$ cat config.mk
export PLATFORM = sky130hd
export DESIGN_NAME = cpu_ad48_irq_ctrl
export DESIGN_NICKNAME = d
export VERILOG_FILES = /design/src/rtl/cpu_ad48_irq_ctrl.sv
export SDC_FILE = /design/constraint.sdc
export NUM_CORES = 1
export LEC_CHECK = 0
export ABC_AREA = 1
export CAP_MARGIN = 20
export CORE_AREA = 5 5 96 107
export DETAILED_ROUTE_END_ITERATION = 6
export DIE_AREA = 0 0 101 112
export PLACE_DENSITY = 0.62
export SYNTH_ARGS = -nofsm -noshare
export SYNTH_HDL_FRONTEND = slang
export SYNTH_SLANG_ARGS = --single-unit
$ cat constraint.sdc
create_clock -name clk -period 1.5 [get_ports clk]
set_input_delay 0.3 -clock clk [delete_from_list [all_inputs] [get_ports clk]]
set_output_delay 0.3 -clock clk [all_outputs]
set_load 0.005 [all_outputs]
$ cat src/rtl/cpu_ad48_irq_ctrl.sv
// Platform interrupt controller feeding the cpu_ad48 irq[] lines: edge/level pending
// capture, fixed-priority claim/complete over a 48-bit register port.
module cpu_ad48_irq_ctrl #(
  parameter int NUM_SRC   = 8,
  parameter int IRQ_LINES = 4
) (
  input  logic                 clk,
  input  logic                 resetn,
  input  logic [NUM_SRC-1:0]   src_i,
  input  logic                 req_valid,
  input  logic                 req_we,
  input  logic [2:0]           req_addr,
  input  logic [47:0]          req_wdata,
  output logic                 req_ready,
  output logic                 rsp_valid,
  output logic [47:0]          rsp_rdata,
  output logic [IRQ_LINES-1:0] irq
);

  localparam logic [2:0] A_PEND = 3'd0, A_EN = 3'd1, A_TRIG = 3'd2,
                         A_CLAIM = 3'd3, A_INSVC = 3'd4, A_SWSET = 3'd5;

  logic [NUM_SRC-1:0]   r_pend, r_en, r_trig, r_insvc, r_src_q;
  logic [IRQ_LINES-1:0] r_irq;
  logic                 r_rsp_valid;
  logic [47:0]          r_rsp_rdata;

  logic [NUM_SRC-1:0]   w_elig, w_claim_oh, w_claim_take, w_cmp_oh, w_sw, w_edge;
  logic [NUM_SRC-1:0]   w_pend_edge, w_pend_d, w_insvc_d;
  logic [47:0]          w_claim_val, w_rdata;
  logic [IRQ_LINES-1:0] w_irq_d;
  logic                 w_wr, w_rd;

  function automatic logic [NUM_SRC-1:0] line_mask(input int l);
    logic [NUM_SRC-1:0] m;
    m = '0;
    for (int i = 0; i < NUM_SRC; i++) m[i] = ((i % IRQ_LINES) == l);
    return m;
  endfunction

  assign w_wr   = req_valid & req_we;
  assign w_rd   = req_valid & ~req_we;
  assign w_elig = r_pend & r_en & ~r_insvc;
  assign w_edge = src_i & ~r_src_q;

  // Lowest index wins: scan downward so the last hit is the smallest index.
  always_comb begin
    w_claim_oh  = '0;
    w_claim_val = '0;
    for (int i = NUM_SRC - 1; i >= 0; i--) begin
      if (w_elig[i]) begin
        w_claim_oh    = '0;
        w_claim_oh[i] = 1'b1;
        w_claim_val   = 48'(i + 1);
      end
    end
  end

  always_comb begin
    w_cmp_oh = '0;
    for (int i = 0; i < NUM_SRC; i++)
      w_cmp_oh[i] = w_wr && (req_addr == A_CLAIM) && (req_wdata == 48'(i + 1)) && r_insvc[i];
  end

  assign w_claim_take = (w_rd && req_addr == A_CLAIM) ? w_claim_oh : '0;
  assign w_sw         = (w_wr && req_addr == A_SWSET) ? (req_wdata[NUM_SRC-1:0] & r_trig) : '0;
  // A fresh edge or SWSET overrides the claim clear on the same edge.
  assign w_pend_edge  = (r_pend & ~w_claim_take) | w_edge | w_sw;
  assign w_pend_d     = (r_trig & w_pend_edge) | (~r_trig & src_i);
  assign w_insvc_d    = (r_insvc | w_claim_take) & ~w_cmp_oh;

  always_comb begin
    w_rdata = '0;
    case (req_addr)
      A_PEND:  w_rdata = 48'(r_pend);
      A_EN:    w_rdata = 48'(r_en);
      A_TRIG:  w_rdata = 48'(r_trig);
      A_CLAIM: w_rdata = w_claim_val;
      A_INSVC: w_rdata = 48'(r_insvc);
      default: w_rdata = '0;
    endcase
  end

  for (genvar l = 0; l < IRQ_LINES; l++) begin : g_line
    localparam logic [NUM_SRC-1:0] MASK = line_mask(l);
    assign w_irq_d[l] = |(w_elig & MASK);
  end

  always_ff @(posedge clk) begin
    if (!resetn) begin
      r_pend      <= '0;
      r_en        <= '0;
      r_trig      <= '0;
      r_insvc     <= '0;
      r_src_q     <= '0;
      r_irq       <= '0;
      r_rsp_valid <= 1'b0;
      r_rsp_rdata <= '0;
    end else begin
      r_src_q     <= src_i;
      r_pend      <= w_pend_d;
      r_insvc     <= w_insvc_d;
      r_irq       <= w_irq_d;
      r_rsp_valid <= req_valid;
      r_rsp_rdata <= w_rd ? w_rdata : '0;
      if (w_wr && req_addr == A_EN)   r_en   <= req_wdata[NUM_SRC-1:0];
      if (w_wr && req_addr == A_TRIG) r_trig <= req_wdata[NUM_SRC-1:0];
    end
  end

  assign req_ready = 1'b1;
  assign rsp_valid = r_rsp_valid;
  assign rsp_rdata = r_rsp_rdata;
  assign irq       = r_irq;

endmodule

* Yosys cells after proc, flatten, opt, wreduce, memory -nomap -nowiden *
Cells that the tools add are included.
W data, S select, Z words.

cells by class
  eq/ne operators = 13
  mux-type cells = 19
  bitwise logic cells = 20
  reduce and logical (&&, ||, !) cells = 27

operators with widths
  operator               number
  $mux W48               5
  $pmux W48 S5           1
  $eq A48 B3 Y1 const B  4
  $eq A48 B2 Y1 const B  2
  $mux W8                10
  $and A8 B8 Y8          8
  $eq A48 B1 Y1 const B  1
  $eq A48 B4 Y1 const B  1
  $not A8 Y8             5
  $or A8 B8 Y8           4
  $logic_and A1 B1 Y1    21
  $mux W4                3
  $reduce_or A2 Y1       4
  $eq A3 B2 Y1 const B   2
  $eq A3 B3 Y1 const B   2
  $eq A3 B1 Y1 const B   1
  $logic_not A3 Y1       1
  $and A1 B1 Y1          2
  $reduce_and A2 Y1      1
  $not A1 Y1             1

word-level totals
  flip-flop bits (word level) = 93
  input bits = 63
  output and inout port bits = 54
  word-level logic and storage cells = 87

* Depth between registers and ports, before layout *
Gate-level depths: netlist of run 1.

  word-level depth = 17
  mapped depth = 10
  gate-level depth less buffers = 10

* Least setup slack after synthesis of run 1 *
Ideal clock, no wire load.

  kind = input -> register
  from = input port req_addr[2]
  to = register r_en[6]
  setup time = 0.070 ns
  arrival = 1.091 ns
  data required time = 1.430 ns
  setup slack = 0.339 ns
  cell stages on the path = 8
  buffers on the path = 1
  cells stage by stage = inv_1 > nand2_2 > nor2_4 > inv_2 > nor2_8 > buf_6 > o21ai_0 > a21oi_1

between the ends
  longest elaborated chain between the ends = 2

ends and longest elaborated chain
  item                  line  text
  start, declared       12    input logic [2:0] req_addr,
  $eq A3 B1 Y1          106   if (w_wr && req_addr == A_EN) r_en <= req_wdata[NUM_SRC-1:0];
  $logic_and A1 B1 Y1   106
  end signal, assigned  106
  end, declared         23    logic [NUM_SRC-1:0] r_pend, r_en, r_trig, r_insvc, r_src_q;

No other way between the ends.
A chain may end at the register's enable or synchronous reset.

* Final worst setup path of run 1 *
  from = register r_rsp_rdata[2] (netlist: rsp_rdata[2])
  to = output port rsp_rdata[2]

RTL lines
  item                    line  text
  start, declared         26    logic [47:0] r_rsp_rdata;
  start signal, assigned  105   r_rsp_rdata <= w_rd ? w_rdata : '0;
  end, declared           16    output logic [47:0] rsp_rdata,

No word-level cell between the ends.

==> results of run 1 <==
==> layout make-up <==
cell class | instances | area share [%]
multi-input cells | 361 | 39.0
flip-flops and latches | 53 | 25.6
repair buffers | 111 | 25.2
inverters | 51 | 4.65
well taps | 117 | 3.53
clock buffers | 6 | 1.75
clock inverters | 2 | 0.362
==> cells by family (layout without fill, tap and decap cells) <==
group / count (synthesis) / count (layout) / share of synthesized area (%)
flip-flops: 53 / 53 / 34.7
buffers and inverters: 98 / 170 / 17.9
AO/OA/AOI/OAI: 79 / 79 / 13.7
other: 2 / 41 / 0.245
AND/OR/NAND/NOR: 241 / 241 / 33.5
==> per-layer routing <==
metal / share of wire, % / vias to the layer above
met2: 49 / 119
met5: 0 / -
met4: 2.3 / 0
met1: 41 / 1389
li1: - / 1620
met3: 7.7 / 14
==> final timing paths <==
kind	slack [ns]	end	cells after the start	from
max	0.06	rsp_rdata[2]	1	rsp_rdata[2]
min reg2reg	0.47	r_insvc[1]	2	r_insvc[1]
max reg2reg	0.12	r_insvc[7]	8	r_insvc[3]
min	0.47	r_insvc[1]	2	r_insvc[1]
==> state kept, by name (all words and copies together), names as in the netlist <==
| name | flops |
|---|---|
| irq | 4 |
| r_en | 8 |
| r_insvc | 8 |
| r_pend | 8 |
| r_src_q | 8 |
| r_trig | 8 |
| rsp_rdata | 8 |
| rsp_valid | 1 |
==> power groups by stage <==
stage	Sequential, mW	Combinational, mW	Clock, mW
6_report	1.46	0.489	0.825
3_3_place_gp	1.50	0.475	0
4_1_cts	1.46	0.482	0.835
2_1_floorplan	1.49	0.261	0
3_5_place_dp	1.50	0.480	0
5_1_grt	1.47	0.542	0.896
==> what timing repair did <==
item | CTS | global route
setup buffers | 0 | 1
setup endpoints to repair | 0 | 18
gates resized for setup | 0 | 11
endpoints found under the hold margin | 0 | 0
==> tightest hold or removal path: stages, from the launching register on <==
cell	delay (ns)
dfxtp_1	0.32
nand2_1	0.06
a21oi_1	0.05
==> cell usage after synthesis (all sizes together) <==
library cell,count,area [um^2]
nand2,123,477
nor2,93,398
dfxtp,53,1060
inv,50,188
buf,43,330
a21oi,41,205
o21ai,28,140
nand3,16,90.1
o22ai,5,31.3
clkbuf,4,25.0
nand3b,4,30.0
a41oi,3,26.3
nand4,3,18.8
conb,2,7.51
a21boi,1,7.51
clkinv,1,5.00
nor3,1,5.00
o21bai,1,7.51
or2,1,6.26
==> cell usage in the layout, fill, tap and decap left out, drive strengths merged <==
cell,Yosys,routed
a21boi,1,1
a21oi,41,41
a41oi,3,3
buf,43,36
clkbuf,4,6
clkdlybuf4s50,0,71
clkinv,1,1
clkinvlp,0,2
conb,2,41
dfxtp,53,53
dlymetal6s2s,0,4
inv,50,50
nand2,123,123
nand3,16,16
nand3b,4,4
nand4,3,3
nor2,93,93
nor3,1,1
o21ai,28,28
o21bai,1,1
o22ai,5,5
or2,1,1
==> qor.yml, run 1 <==
status: "finished clean"
antenna_found_initial: 0
antenna_cells: 0
clkTransAtPathRegs_ns: 0.10
crit_slowest_cell: "clkdlybuf4s50_1"
wl_per_cell_um: 12.6
power_mw: 2.78
rsz0062_at_grt: "no"
p_seq_share_pct: 52.7
initial_utilization_pct: 33.5
syn_avg_cell_area_um2: 6.47
ant_nets: 0
core_um2: 9120
use_met1_pct: 19.0
swShare_pct: 26.9
synth_cell_type_count: 29
power_switching_mw: 0.746
cp.required_ns: 1.20
p_leak_nw: 1.83
cts_buffer_depth: 2
grt_pass1_wl_um: 14200
cts_buffers: 5
whs_ns: 0.471
path_class: "register to output pin"
die_area_um2: 11300
p_int_mw: 2.03
dp_hpwl_um: 7200
overflow: 0
top_usage_layer: "met2"
ctsHoldBuffers: 0
place_ws_ns: -0.268
hold_path_class: "register to register"
crit_path_end_kind: "output pin"
fin_util_pct: 45.5
fmaxAchievable_mhz: 694
dpl.cell_count: 692
drc: 0
firstDrtPassIters: 4
vias_per_cell: 4.48
combPwrFrac_pct: 17.6
tns_ns: 0
fin_area_um2: 4150
fp.dieH_um: 112
rows: 37
powerDensity_nw_per_um2: 670
io_buffer_count: 75
crit_path_max_fanout: 1
final_nets: 646
vias: 3142
yosysWarnings: 0
ir_drop_uv: 347
crit_buf_inv: 1
multi_input_area_um2: 1620
wl_um: 8840
grtUsageTotal_pct: 15.7
fin_crit_ns: 1.44
routabilityCongestion: 0.878
fin_crit_sh_pct: 96.1
regArea_um2: 1060
yosysSeqAreaShare_pct: 34.7
grt_pass1_vias: 2985
hold_viol_final: 0
area_growth_pct: 35.6
fillCellCount: 951
crit_path_start_kind: "register"
tritoncts: "yes"
setup_violations: 0
clock_sinks: 53
met3_usage_pct: 3.63
synthesis.instances: 473
cp.arrival_ns: 1.14
cap_viol_max_count: 0
dpl-instance-area_um2: 4020
drt_iter0_drc: 129
path_cells: "clkdlybuf4s50_1"
skew_ns: 0.00635
ys_seq_elements: 53
clkPwrFrac_pct: 29.7
pin_count: 117
slew_violations: 0
cts_max_level: 2
grt_max_degree: 30
clk_latency_ns: 0.31
synth_area_um2: 3060
chipWidth_um: 101
use_met2_pct: 26.9
timing.final.ws_setup_ns: 0.0589
drive_above_1_share_pct: 11.1
cp_top_family: "buffers and inverters"
cts-root-buf: "clkbuf_8"
finalNonFillerCells: 701
critPathMaxStageDelay_ns: 0.50
No activity file was read; power rests on OpenSTA's default activity.
==> run 2: changes to the inputs <==
--- a/config.mk
+++ b/config.mk
@@ -7,10 +7,11 @@
 export LEC_CHECK = 0
 export ABC_AREA = 1
 export CAP_MARGIN = 20
-export CORE_AREA = 5 5 96 107
+export CORE_AREA = 5 5 100 102
 export DETAILED_ROUTE_END_ITERATION = 6
-export DIE_AREA = 0 0 101 112
+export DIE_AREA = 0 0 105 107
 export PLACE_DENSITY = 0.62
+export SLEW_MARGIN = 20
 export SYNTH_ARGS = -nofsm -noshare
 export SYNTH_HDL_FRONTEND = slang
 export SYNTH_SLANG_ARGS = --single-unit
==> qor.yml, run 2 (same netlist as run 1, synthesis figures left out) <==
clk_latency_ns: 0.31  # about the same
cap_viol_max_count: 0  # unchanged
hold_path_class: "register to register"  # unchanged
routabilityCongestion: 0.951  # was 0.878
drc: 0  # unchanged
cp-startpoint: "req_valid"  # was rsp_rdata[2]
crit_path_start_kind: "input pin"  # was register
dpl.cell_count: 698  # was 692
hold_viol_final: 0  # unchanged
ff2ff_setup_slack_ns: 0.14  # was 0.12 ns
chipWidth_um: 105  # was 101 um
critPathMaxStageDelay_ns: 0.51  # was 0.50 ns
tritoncts: "yes"  # unchanged
drive_above_1_share_pct: 12.3  # was 11.1%
pin_count: 117  # unchanged
timing.final.ws_setup_ns: 0.0247  # was 0.0589 ns
fp.dieH_um: 107  # was 112 um
cts-root-buf: "clkbuf_8"  # unchanged
routed-wl-met3_um: 644  # was 681 um
rsz0062_at_grt: "yes"  # was no
skew_ns: 0.0112  # was 0.00635 ns
route.top_layer_used: "met4"  # unchanged
rows: 35  # was 37
cts_max_level: 2  # unchanged
crit_path_end_kind: "register"  # was output pin
dp_hpwl_um: 7790  # was 7200 um
whs_ns: 0.465  # was 0.471 ns
finalNonFillerCells: 706  # was 701
setup_violations: 0  # unchanged
power_mw: 2.98  # was 2.78 mW
crit_path_end: "rsp_rdata[1]"  # was rsp_rdata[2]
cp_top_family: "buffers and inverters"  # unchanged
fin_crit_sh_pct: 98.4  # was 96.1%
clock_sinks: 53  # unchanged
crit_cells: 7  # was 1
crit_path_max_fanout: 8  # was 1
met1Wirelength_um: 4070  # was 3630 um
status: "finished clean"  # unchanged
final_cell_mix: "nand2_1 (119), nor2_1 (87), clkdlybuf4s50_1 (73)"  # was nand2_1 (118), nor2_1 (85), clkdlybuf4s50_1 (71)
clkTransAtPathRegs_ns: 0.10  # about the same
cpMostUsedCell: "buf_4"
die_area_um2: 11200  # was 11300 um^2
cp.required_ns: 1.71  # was 1.20 ns
ctsHoldBuffers: 0  # unchanged
r2r_end: "r_pend[7]"  # was r_insvc[7]
path_cells: "clkdlybuf4s50_1 -> inv_1 -> nor2_1 -> buf_4 -> buf_4 -> nand2_1 -> a21oi_1"  # was clkdlybuf4s50_1
wl_um: 9430  # was 8840 um
cp.arrival_ns: 1.69  # was 1.14 ns
hold_start: "r_insvc[1]"  # unchanged
ant_nets: 0  # unchanged
fin_util_pct: 46.9  # was 45.5%
cts_setup_buffers: 0  # unchanged
cts_buffers: 5  # unchanged
drt_iter0_drc: 173  # was 129
fmaxAchievable_mhz: 678  # was 694 MHz
grt_max_degree: 17  # was 30
overflow: 0  # unchanged
wl_per_cell_um: 13.4  # was 12.6 um
vias: 3252  # was 3142
cts_buffer_depth: 2  # unchanged
wl_met2_um: 4490  # was 4330 um
final_common_cell: "nand2_1"  # unchanged
final_nets: 657  # was 646
r2r_cells: 7  # was 8
place_ws_ns: -0.298  # was -0.268 ns
grt_pass1_vias: 3121  # was 2985
powerDensity_nw_per_um2: 705  # was 670 nW/um^2
r2r-start: "r_insvc[1]"  # was r_insvc[3]
initial_utilization_pct: 33.9  # was 33.5%
area_growth_pct: 38.2  # was 35.6%
path_class: "input pin to register"  # was register to output pin
antenna_found_initial: 0  # unchanged
grtUsageTotal_pct: 16.6  # was 15.7%
firstDrtPassIters: 5  # was 4
fin_crit_ns: 1.48  # was 1.44 ns
vias_per_cell: 4.61  # was 4.48
ir_drop_uv: 375  # was 347 uV
antenna_cells: 0  # unchanged
crit_buf_inv: 4  # was 1
io_buffer_count: 75  # unchanged
crit_slowest_cell: "clkdlybuf4s50_1"  # unchanged
p_leak_nw: 1.89  # was 1.83 nW
slew_violations: 0  # unchanged
core_um2: 9020  # was 9120 um^2
grt_pass1_wl_um: 15200  # was 14200 um
## run 2: changes by cell type in the layout (fill, tap and decap cells not counted), sizes merged
cell and change:
clkinvlp -2, buf +11, bufinv +1, clkdlybuf4s50 +2, clkbuf +1, dlymetal6s2s -2
## run 2: layout make-up
class	instances	area, um^2
Clock buffer	7	86.3
Clock inverter	1	30.0
Fill cell	938	4790
Inverter	51	193
Multi-Input combinational cell	361	1610
Sequential cell	53	1060
Tap cell	111	139
Timing Repair Buffer	122	1110
## run 2: report_power, final
part           switching [mW]  internal (mW)  total [mW]  leakage (nW)
clock                   0.469          0.545        1.01        0.0585
sequential             0.0224           1.44        1.47         0.432
combinational           0.235          0.267       0.501          1.40
## run 2: routing by layer
layer | track usage (%) | vias up
li1 | - | 1650
met1 | 21.5 | 1436
met2 | 28.5 | 145
met3 | 2.53 | 21
met4 | 4.75 | 0
met5 | 0 | -
## run 2: worst min-delay path by stage
stage / endpoint / slack, ns / depth (start not counted)
4_1_cts: r_insvc[1] / 0.47 / 2
3_3_place_gp: r_insvc[1] / 0.45 / 2
6_report: r_insvc[1] / 0.46 / 2
5_1_grt: r_insvc[1] / 0.50 / 2
2_1_floorplan: r_src_q[0] / 0.39 / 2
3_5_place_dp: r_insvc[1] / 0.45 / 2
## run 2: timing repair
item	in CTS	in global routing
setup endpoints to repair	1	26
pin swaps	0	0
resized for setup	1	8
## run 2: stage by stage
step	TNS (ns)	area, um^2
global placement	-7.74	4090
floorplan	0	3210
global route	-0.0111	4230
finish	0	4230
detailed placement	-8.64	4090
CTS	0	4210
## run 2: tightest hold or removal path, delay by kind of cell (launching register included)
| family | cells | cell delay [ns] |
|---|---|---|
| AND/OR/NAND/NOR | 1 | 0.06 |
| flip-flops | 1 | 0.32 |
| AO/OA/AOI/OAI | 1 | 0.05 |
